`src/rtl/pipeline_stall_ctrl_pkg.sv`:
```
// Shared types and constants for the pipeline stall/flush controller.
package pipeline_stall_ctrl_pkg;

  typedef enum logic [1:0] {
    StWarm  = 2'd0,
    StRun   = 2'd1,
    StStall = 2'd2
  } state_e;

  localparam int unsigned Nop       = 0;
  localparam int unsigned PcInc     = 4;
  localparam int unsigned StallCntW = 16;

endpackage

```
`src/rtl/pipeline_stall_ctrl_if.sv`:
```
// Hazard inputs and registered pipeline-register outputs of the stall controller.
interface pipeline_stall_ctrl_if #(
  parameter int unsigned ADDR_W = 32,
  parameter int unsigned CTRL_W = 8
);
  logic              Hold;
  logic              ID_Flush;
  logic              EX_Flush;
  logic              branch_taken;
  logic [ADDR_W-1:0] branch_target;
  logic [ADDR_W-1:0] instr_in;
  logic [CTRL_W-1:0] id_ctrl_in;
  logic [CTRL_W-1:0] ex_ctrl_in;
  logic [ADDR_W-1:0] PC;
  logic [ADDR_W-1:0] IF_ID_instr;
  logic [ADDR_W-1:0] IF_ID_pc4;
  logic [CTRL_W-1:0] ID_EX_ctrl;
  logic [CTRL_W-1:0] EX_MEM_ctrl;
  logic [15:0]       stall_cnt;
  logic              stall_err;

  modport master (
    output Hold, ID_Flush, EX_Flush, branch_taken, branch_target, instr_in, id_ctrl_in,
           ex_ctrl_in,
    input  PC, IF_ID_instr, IF_ID_pc4, ID_EX_ctrl, EX_MEM_ctrl, stall_cnt, stall_err
  );

  modport slave (
    input  Hold, ID_Flush, EX_Flush, branch_taken, branch_target, instr_in, id_ctrl_in,
           ex_ctrl_in,
    output PC, IF_ID_instr, IF_ID_pc4, ID_EX_ctrl, EX_MEM_ctrl, stall_cnt, stall_err
  );
endinterface

```
`src/rtl/pipeline_stall_ctrl_stall_monitor.sv`:
```
// Saturating total-stall counter plus consecutive-stall run counter with sticky error.
module pipeline_stall_ctrl_stall_monitor
  import pipeline_stall_ctrl_pkg::*;
#(
  parameter int unsigned MAX_STALL = 2
) (
  input  logic                 clk,
  input  logic                 rst,
  input  logic                 hold,
  output logic [StallCntW-1:0] stall_cnt,
  output logic                 stall_err
);

  localparam int unsigned RunW = $clog2(MAX_STALL + 2);

  logic [RunW-1:0]      run_q, run_d;
  logic [StallCntW-1:0] cnt_q, cnt_d;
  logic                 err_q, err_d;

  always_comb begin
    run_d = '0;
    cnt_d = cnt_q;
    err_d = err_q;
    if (hold) begin
      if (cnt_q != '1) cnt_d = cnt_q + 1'b1;
      // Run counter parks at MAX_STALL once the limit would be crossed.
      if (run_q >= RunW'(MAX_STALL)) begin
        run_d = run_q;
        err_d = 1'b1;
      end else begin
        run_d = run_q + 1'b1;
      end
    end
  end

  always_ff @(posedge clk) begin
    if (rst) begin
      run_q <= '0;
      cnt_q <= '0;
      err_q <= 1'b0;
    end else begin
      run_q <= run_d;
      cnt_q <= cnt_d;
      err_q <= err_d;
    end
  end

  assign stall_cnt = cnt_q;
  assign stall_err = err_q;

endmodule

```
`src/rtl/pipeline_stall_ctrl.sv`:
```
// PC / IF-ID / stage-control register update with hold, flush and branch redirect.
module pipeline_stall_ctrl
  import pipeline_stall_ctrl_pkg::*;
#(
  parameter int unsigned ADDR_W    = 32,
  parameter int unsigned CTRL_W    = 8,
  parameter int unsigned MAX_STALL = 2
) (
  input logic                 clk,
  input logic                 rst,
  pipeline_stall_ctrl_if.slave bus
);

  state_e            state_q, state_d;
  logic [ADDR_W-1:0] pc_q, pc_d, pc_inc;
  logic [ADDR_W-1:0] instr_q, instr_d;
  logic [ADDR_W-1:0] pc4_q, pc4_d;
  logic [CTRL_W-1:0] id_ex_q, id_ex_d;
  logic [CTRL_W-1:0] ex_mem_q, ex_mem_d;
  logic              hold_eff;

  assign pc_inc   = pc_q + ADDR_W'(PcInc);
  // The warm-up cycle ignores all inputs, so Hold is not counted there.
  assign hold_eff = bus.Hold && (state_q != StWarm);

  always_comb begin
    state_d  = state_q;
    pc_d     = pc_q;
    instr_d  = instr_q;
    pc4_d    = pc4_q;
    id_ex_d  = bus.ID_Flush ? '0 : bus.id_ctrl_in;
    ex_mem_d = bus.EX_Flush ? '0 : bus.ex_ctrl_in;
    unique case (state_q)
      StWarm: begin
        state_d  = StRun;
        pc_d     = pc_inc;
        instr_d  = ADDR_W'(Nop);
        pc4_d    = ADDR_W'(Nop);
        id_ex_d  = '0;
        ex_mem_d = '0;
      end
      StRun, StStall: begin
        if (bus.Hold) begin
          state_d = StStall;
        end else begin
          state_d = StRun;
          if (bus.branch_taken) begin
            pc_d    = bus.branch_target;
            instr_d = ADDR_W'(Nop);
            pc4_d   = ADDR_W'(Nop);
          end else begin
            pc_d    = pc_inc;
            instr_d = bus.instr_in;
            pc4_d   = pc_inc;
          end
        end
      end
      default: state_d = StWarm;
    endcase
  end

  always_ff @(posedge clk) begin
    if (rst) begin
      state_q  <= StWarm;
      pc_q     <= '0;
      instr_q  <= '0;
      pc4_q    <= '0;
      id_ex_q  <= '0;
      ex_mem_q <= '0;
    end else begin
      state_q  <= state_d;
      pc_q     <= pc_d;
      instr_q  <= instr_d;
      pc4_q    <= pc4_d;
      id_ex_q  <= id_ex_d;
      ex_mem_q <= ex_mem_d;
    end
  end

  pipeline_stall_ctrl_stall_monitor #(
    .MAX_STALL(MAX_STALL)
  ) stall_monitor (
    .clk      (clk),
    .rst      (rst),
    .hold     (hold_eff),
    .stall_cnt(bus.stall_cnt),
    .stall_err(bus.stall_err)
  );

  assign bus.PC          = pc_q;
  assign bus.IF_ID_instr = instr_q;
  assign bus.IF_ID_pc4   = pc4_q;
  assign bus.ID_EX_ctrl  = id_ex_q;
  assign bus.EX_MEM_ctrl = ex_mem_q;

endmodule

```
`src/flat_wrapper.sv`:
```
// flat-port wrapper written by rule: the top's interface ports become plain ports
module pipeline_stall_ctrl_flat import pipeline_stall_ctrl_pkg::*;
#(
  parameter int unsigned ADDR_W    = 32,
  parameter int unsigned CTRL_W    = 8,
  parameter int unsigned MAX_STALL = 2
)
  (clk, rst, bus_Hold, bus_ID_Flush, bus_EX_Flush, bus_branch_taken, bus_branch_target, bus_instr_in, bus_id_ctrl_in, bus_ex_ctrl_in, bus_PC, bus_IF_ID_instr, bus_IF_ID_pc4, bus_ID_EX_ctrl, bus_EX_MEM_ctrl, bus_stall_cnt, bus_stall_err);
  pipeline_stall_ctrl_if #(.ADDR_W(ADDR_W), .CTRL_W(CTRL_W)) bus_i ();
  input logic clk;
  input logic rst;
  input wire logic [$bits(bus_i.Hold)-1:0] bus_Hold;
  input wire logic [$bits(bus_i.ID_Flush)-1:0] bus_ID_Flush;
  input wire logic [$bits(bus_i.EX_Flush)-1:0] bus_EX_Flush;
  input wire logic [$bits(bus_i.branch_taken)-1:0] bus_branch_taken;
  input wire logic [$bits(bus_i.branch_target)-1:0] bus_branch_target;
  input wire logic [$bits(bus_i.instr_in)-1:0] bus_instr_in;
  input wire logic [$bits(bus_i.id_ctrl_in)-1:0] bus_id_ctrl_in;
  input wire logic [$bits(bus_i.ex_ctrl_in)-1:0] bus_ex_ctrl_in;
  output wire logic [$bits(bus_i.PC)-1:0] bus_PC;
  output wire logic [$bits(bus_i.IF_ID_instr)-1:0] bus_IF_ID_instr;
  output wire logic [$bits(bus_i.IF_ID_pc4)-1:0] bus_IF_ID_pc4;
  output wire logic [$bits(bus_i.ID_EX_ctrl)-1:0] bus_ID_EX_ctrl;
  output wire logic [$bits(bus_i.EX_MEM_ctrl)-1:0] bus_EX_MEM_ctrl;
  output wire logic [$bits(bus_i.stall_cnt)-1:0] bus_stall_cnt;
  output wire logic [$bits(bus_i.stall_err)-1:0] bus_stall_err;
  assign bus_i.Hold = bus_Hold;
  assign bus_i.ID_Flush = bus_ID_Flush;
  assign bus_i.EX_Flush = bus_EX_Flush;
  assign bus_i.branch_taken = bus_branch_taken;
  assign bus_i.branch_target = bus_branch_target;
  assign bus_i.instr_in = bus_instr_in;
  assign bus_i.id_ctrl_in = bus_id_ctrl_in;
  assign bus_i.ex_ctrl_in = bus_ex_ctrl_in;
  assign bus_PC = bus_i.PC;
  assign bus_IF_ID_instr = bus_i.IF_ID_instr;
  assign bus_IF_ID_pc4 = bus_i.IF_ID_pc4;
  assign bus_ID_EX_ctrl = bus_i.ID_EX_ctrl;
  assign bus_EX_MEM_ctrl = bus_i.EX_MEM_ctrl;
  assign bus_stall_cnt = bus_i.stall_cnt;
  assign bus_stall_err = bus_i.stall_err;
  pipeline_stall_ctrl #(.ADDR_W(ADDR_W), .CTRL_W(CTRL_W), .MAX_STALL(MAX_STALL)) u_core (.clk(clk), .rst(rst), .bus(bus_i));
endmodule
```
`config.mk`:
```
export PLATFORM = sky130hd
export DESIGN_NAME = pipeline_stall_ctrl_flat
export DESIGN_NICKNAME = d
export VERILOG_FILES = /design/src/rtl/pipeline_stall_ctrl_pkg.sv /design/src/rtl/pipeline_stall_ctrl_if.sv /design/src/rtl/pipeline_stall_ctrl_stall_monitor.sv /design/src/rtl/pipeline_stall_ctrl.sv /design/src/flat_wrapper.sv
export SDC_FILE = /design/constraint.sdc
export NUM_CORES = 1
export LEC_CHECK = 0
export ABC_AREA = 1
export ABC_CLOCK_PERIOD_IN_PS = 1700
export BUFFER_PORTS_ARGS = -buffer_cell sky130_fd_sc_hd__buf_2
export CORE_MARGIN = 2
export CORE_UTILIZATION = 40
export CTS_CLUSTER_DIAMETER = 100
export DETAILED_ROUTE_END_ITERATION = 16
export PLACE_DENSITY_LB_ADDON = 0.2
export SLEW_MARGIN = 25
export SYNTH_ARGS = -nofsm -noshare
export SYNTH_HDL_FRONTEND = slang
export SYNTH_SLANG_ARGS = --single-unit
export TNS_END_PERCENT = 20
```
`constraint.sdc`:
```
create_clock -name clk -period 1.7 [get_ports clk]
set_clock_uncertainty 0.05 [all_clocks]
set_input_delay 0.34 -clock clk [delete_from_list [all_inputs] [get_ports clk]]
set_output_delay 0.34 -clock clk [all_outputs]
set_load 0.01 [all_outputs]
```
==> flow_metrics.py <==
metrics = {
    "status": {
        "outcome": "completed",
    },
    "drt": {
        "vias": 6199,
        "drt_iter0_drc": 325,
        "wirelength_um": 17800,
        "wire_per_inst_um": 13.8,
        "drcViolationCount": 0,
        "first_pass_iters": 5,
        "vias_per_cell": 4.82,
        "antenna_left": 0,
    },
    "cts": {
        "htree_levels": 4,
        "clkTransAtPathRegs_ns": 0.06,
        "clk_latency_ns": 0.41,
        "cts_hold_buf": 0,
        "cts_sinks": 133,
        "cts_tree": "yes",
        "clockRootBuffer": "clkbuf_16",
        "cts_buffers": 17,
        "clockBufferDepth": 2,
    },
    "power_and_ir_drop": {
        "leakage_uw": 0.00375,
        "cellPowerDensity_nw_per_um2": 1100,
        "ir_worst_vdd_v": 0.000876,
        "finalPower_uw": 9200,
    },
    "place": {
        "dp_slack_ns": -0.0984,
        "portBuffers": 214,
        "place_inst": 1244,
        "postPlaceCellArea_um2": 7520,
        "hpwl_um": 12500,
        "place_congestion": 0.870,
    },
    "global_route": {
        "overflow": 0,
        "grt_max_degree": 55,
        "grt_usage": 0.216,
        "busiest_layer": "met2",
        "antenna_found_initial": 2,
        "gr-usage-met1": 0.273,
        "grt_pass1_wl_um": 28300,
        "use_met2": 0.358,
        "grt_pass1_vias": 5813,
        "grt_use_met3": 0.0717,
    },
    "setup_path": {
        "crit_buf_inv": 0,
        "required_ns": 1.98,
        "r2r_cells": 7,
        "critical-path-top-delay-family": "simple AND/OR/NAND/NOR gates",
        "cp_slowest_cell": "dfxtp_1",
        "r2r_slack_ns": 0.09,
        "cp_slowest_stage_delay_ns": 0.37,
        "crit_start": "u_core.stall_monitor.stall_cnt[1]",
        "cp-end-kind": "register",
        "timing.critical_path.mode_cell": "nand3_4",
        "worstPathMaxFanout": 8,
        "crit_end": "u_core.stall_monitor.stall_cnt[3]",
        "rr_startpoint": "u_core.stall_monitor.stall_cnt[1]",
        "worstReg2RegEnd": "u_core.stall_monitor.stall_cnt[3]",
        "arrival_ns": 1.89,
        "path_cells": "ha_4 > nand3_4 > nor3_4 > nand3_4 > nand2_8 > o21ai_0 > a21oi_1",
        "worstSetupStartpointType": "register",
        "crit_cells": 7,
        "path_class": "reg2reg",
    },
    "logic_synthesis": {
        "post-synth-top-area-cell": "dfxtp_1",
        "synth.area.top_cells": "dfxtp_1 (44%), nand2_1 (18%), a21oi_1 (11%)",
        "seq_area_frac_synth": 0.444,
        "syn_inst": 841,
        "synth_top_area_share": 0.444,
        "syn-num-nets": 932,
        "syn_avg_cell_area_um2": 7.13,
        "synth_cell_types": 35,
        "synth_area_um2": 5990,
        "ys.warnings.count": 0,
        "synth_seq_cells": 133,
    },
    "sta": {
        "hold_viol_final": 0,
        "final.min_clock_period_ns": 1.61,
        "period_share": 0.947,
        "setup_violations": 0,
        "slew_headroom": 0.635,
        "whs_ns": 0.0899,
        "fmax_mhz": 621,
        "tightest_slew_ns": 0.544,
        "drv_slew": 0,
        "layout_setup_ws_ns": 0.0896,
    },
    "floorplan": {
        "design.die.area_um2": 16000,
        "start_util": 0.411,
        "placementRows": 44,
        "die_w_um": 126,
        "io_pins": 215,
        "core_um2": 14600,
        "die_h_um": 126,
    },
    "finish": {
        "fin_cells": 1285,
        "layout-area-overhead-vs-synth_pct": 38.9,
        "finalInstanceArea_um2": 8330,
        "nets": 1178,
        "drive_above_1_share": 0.318,
    },
    "job": {
        "maxCapViolations": 0,
    },
    "worst_hold_path": {
        "hold_path.class": "in2reg",
    },
}
[state kept, by name, summed over array words and instances, names as in the netlist]
register / cells
u_core.bus.IF_ID_pc4: 32
u_core.bus.EX_MEM_ctrl: 8
u_core.stall_monitor.stall_cnt: 16
u_core.bus.IF_ID_instr: 32
u_core.bus.ID_EX_ctrl: 8
u_core.bus.PC: 32
u_core.state_q: 2
u_core.stall_monitor.run_q: 2
u_core.stall_monitor.stall_err: 1
[where the power goes]
| part | total (µW) | switching, µW | internal [µW] |
|---|---|---|---|
| Clock | 3600 | 1340 | 2260 |
| Combinational | 2000 | 1180 | 818 |
| Sequential | 3590 | 231 | 3360 |
[stage by stage]
step	TNS, ns	util
finish	0	0.571
global placement	-0.325	0.515
floorplan	0	-
CTS	0	0.555
detailed placement	-1.40	0.515
global route	-0.204	0.570
[worst min-delay path by stage]
stage / startpoint / end / cells after the start / slack (ns)
after global placement: u_core.bus.IF_ID_pc4[2] / u_core.bus.IF_ID_pc4[2] / 2 / 0.40
after floorplan: bus_ex_ctrl_in[0] / u_core.bus.EX_MEM_ctrl[0] / 2 / 0.40
after CTS: bus_id_ctrl_in[0] / u_core.bus.ID_EX_ctrl[0] / 3 / 0.07
final: bus_id_ctrl_in[0] / u_core.bus.ID_EX_ctrl[0] / 3 / 0.09
after detailed placement: u_core.stall_monitor.stall_err / u_core.stall_monitor.stall_err / 2 / 0.40
after global routing: bus_id_ctrl_in[0] / u_core.bus.ID_EX_ctrl[0] / 3 / 0.07
[what timing repair did]
item | 4_1_cts | 5_1_grt
pin swaps | 1 | 7
setup endpoints to repair | 29 | 110
gates cloned | 0 | 2
setup buffers | 0 | 6
gates resized for setup | 2 | 32
hold endpoints to repair | 0 | 0
[cell usage after synthesis, drive strengths merged]
cell and count:
a21oi 138, nand2 289, dfxtp 133, or2 1
clkbuf 26, and2 2, a31oi 1, nor3 3
o21a 1, nor2 79, xor2 17, nand3 24
nand4 3, buf 13, nand3b 5, o21ai 38
nor3b 2, ha 5, a211oi 1, xnor2 9
inv 51
[cell type report]
class / instances / area [µm²]
Antenna cell: 2 / 5.00
Clock buffer: 23 / 478
Clock inverter: 8 / 100
Fill cell: 1432 / 6260
Inverter: 51 / 196
Multi-Input combinational cell: 620 / 3110
Sequential cell: 133 / 2670
Tap cell: 184 / 230
Timing Repair Buffer: 264 / 1530
[per-layer routing]
metal,wire length (µm),share of wire
met2,8390,0.47
met3,1260,0.071
met1,7940,0.45
met4,175,0.0098
met5,0,0
[cells by family after synthesis]
kind of cell             after synthesis  share of synthesized area
AND/OR/NAND/NOR                      408                      0.287
buffers and inverters                 90                     0.0624
XOR/XNOR                              26                     0.0380
flip-flops                           133                      0.444
AO/OA/AOI/OAI                        179                      0.157
adder cells (fa/ha/maj)                5                     0.0104
[placed cells by master, fill, tap and decap left out, drive strengths merged, types with 3 or more instances in the layout]
cell type and n:
ha 5, buf 264, o21ai 38, nand3 24, xor2 17, nand2 291, dfxtp 133, xnor2 9
clkbuf 23, nor3 3, clkinvlp 4, nand4 3, a21oi 138, inv 51, nand3b 5, nor2 79
[tightest hold or removal path, cell delays in order]
cell	delay [ns]
buf_2	0.09
inv_1	0.04
nor2_1	0.03
Note: power is estimated with default switching activity, not from simulation.
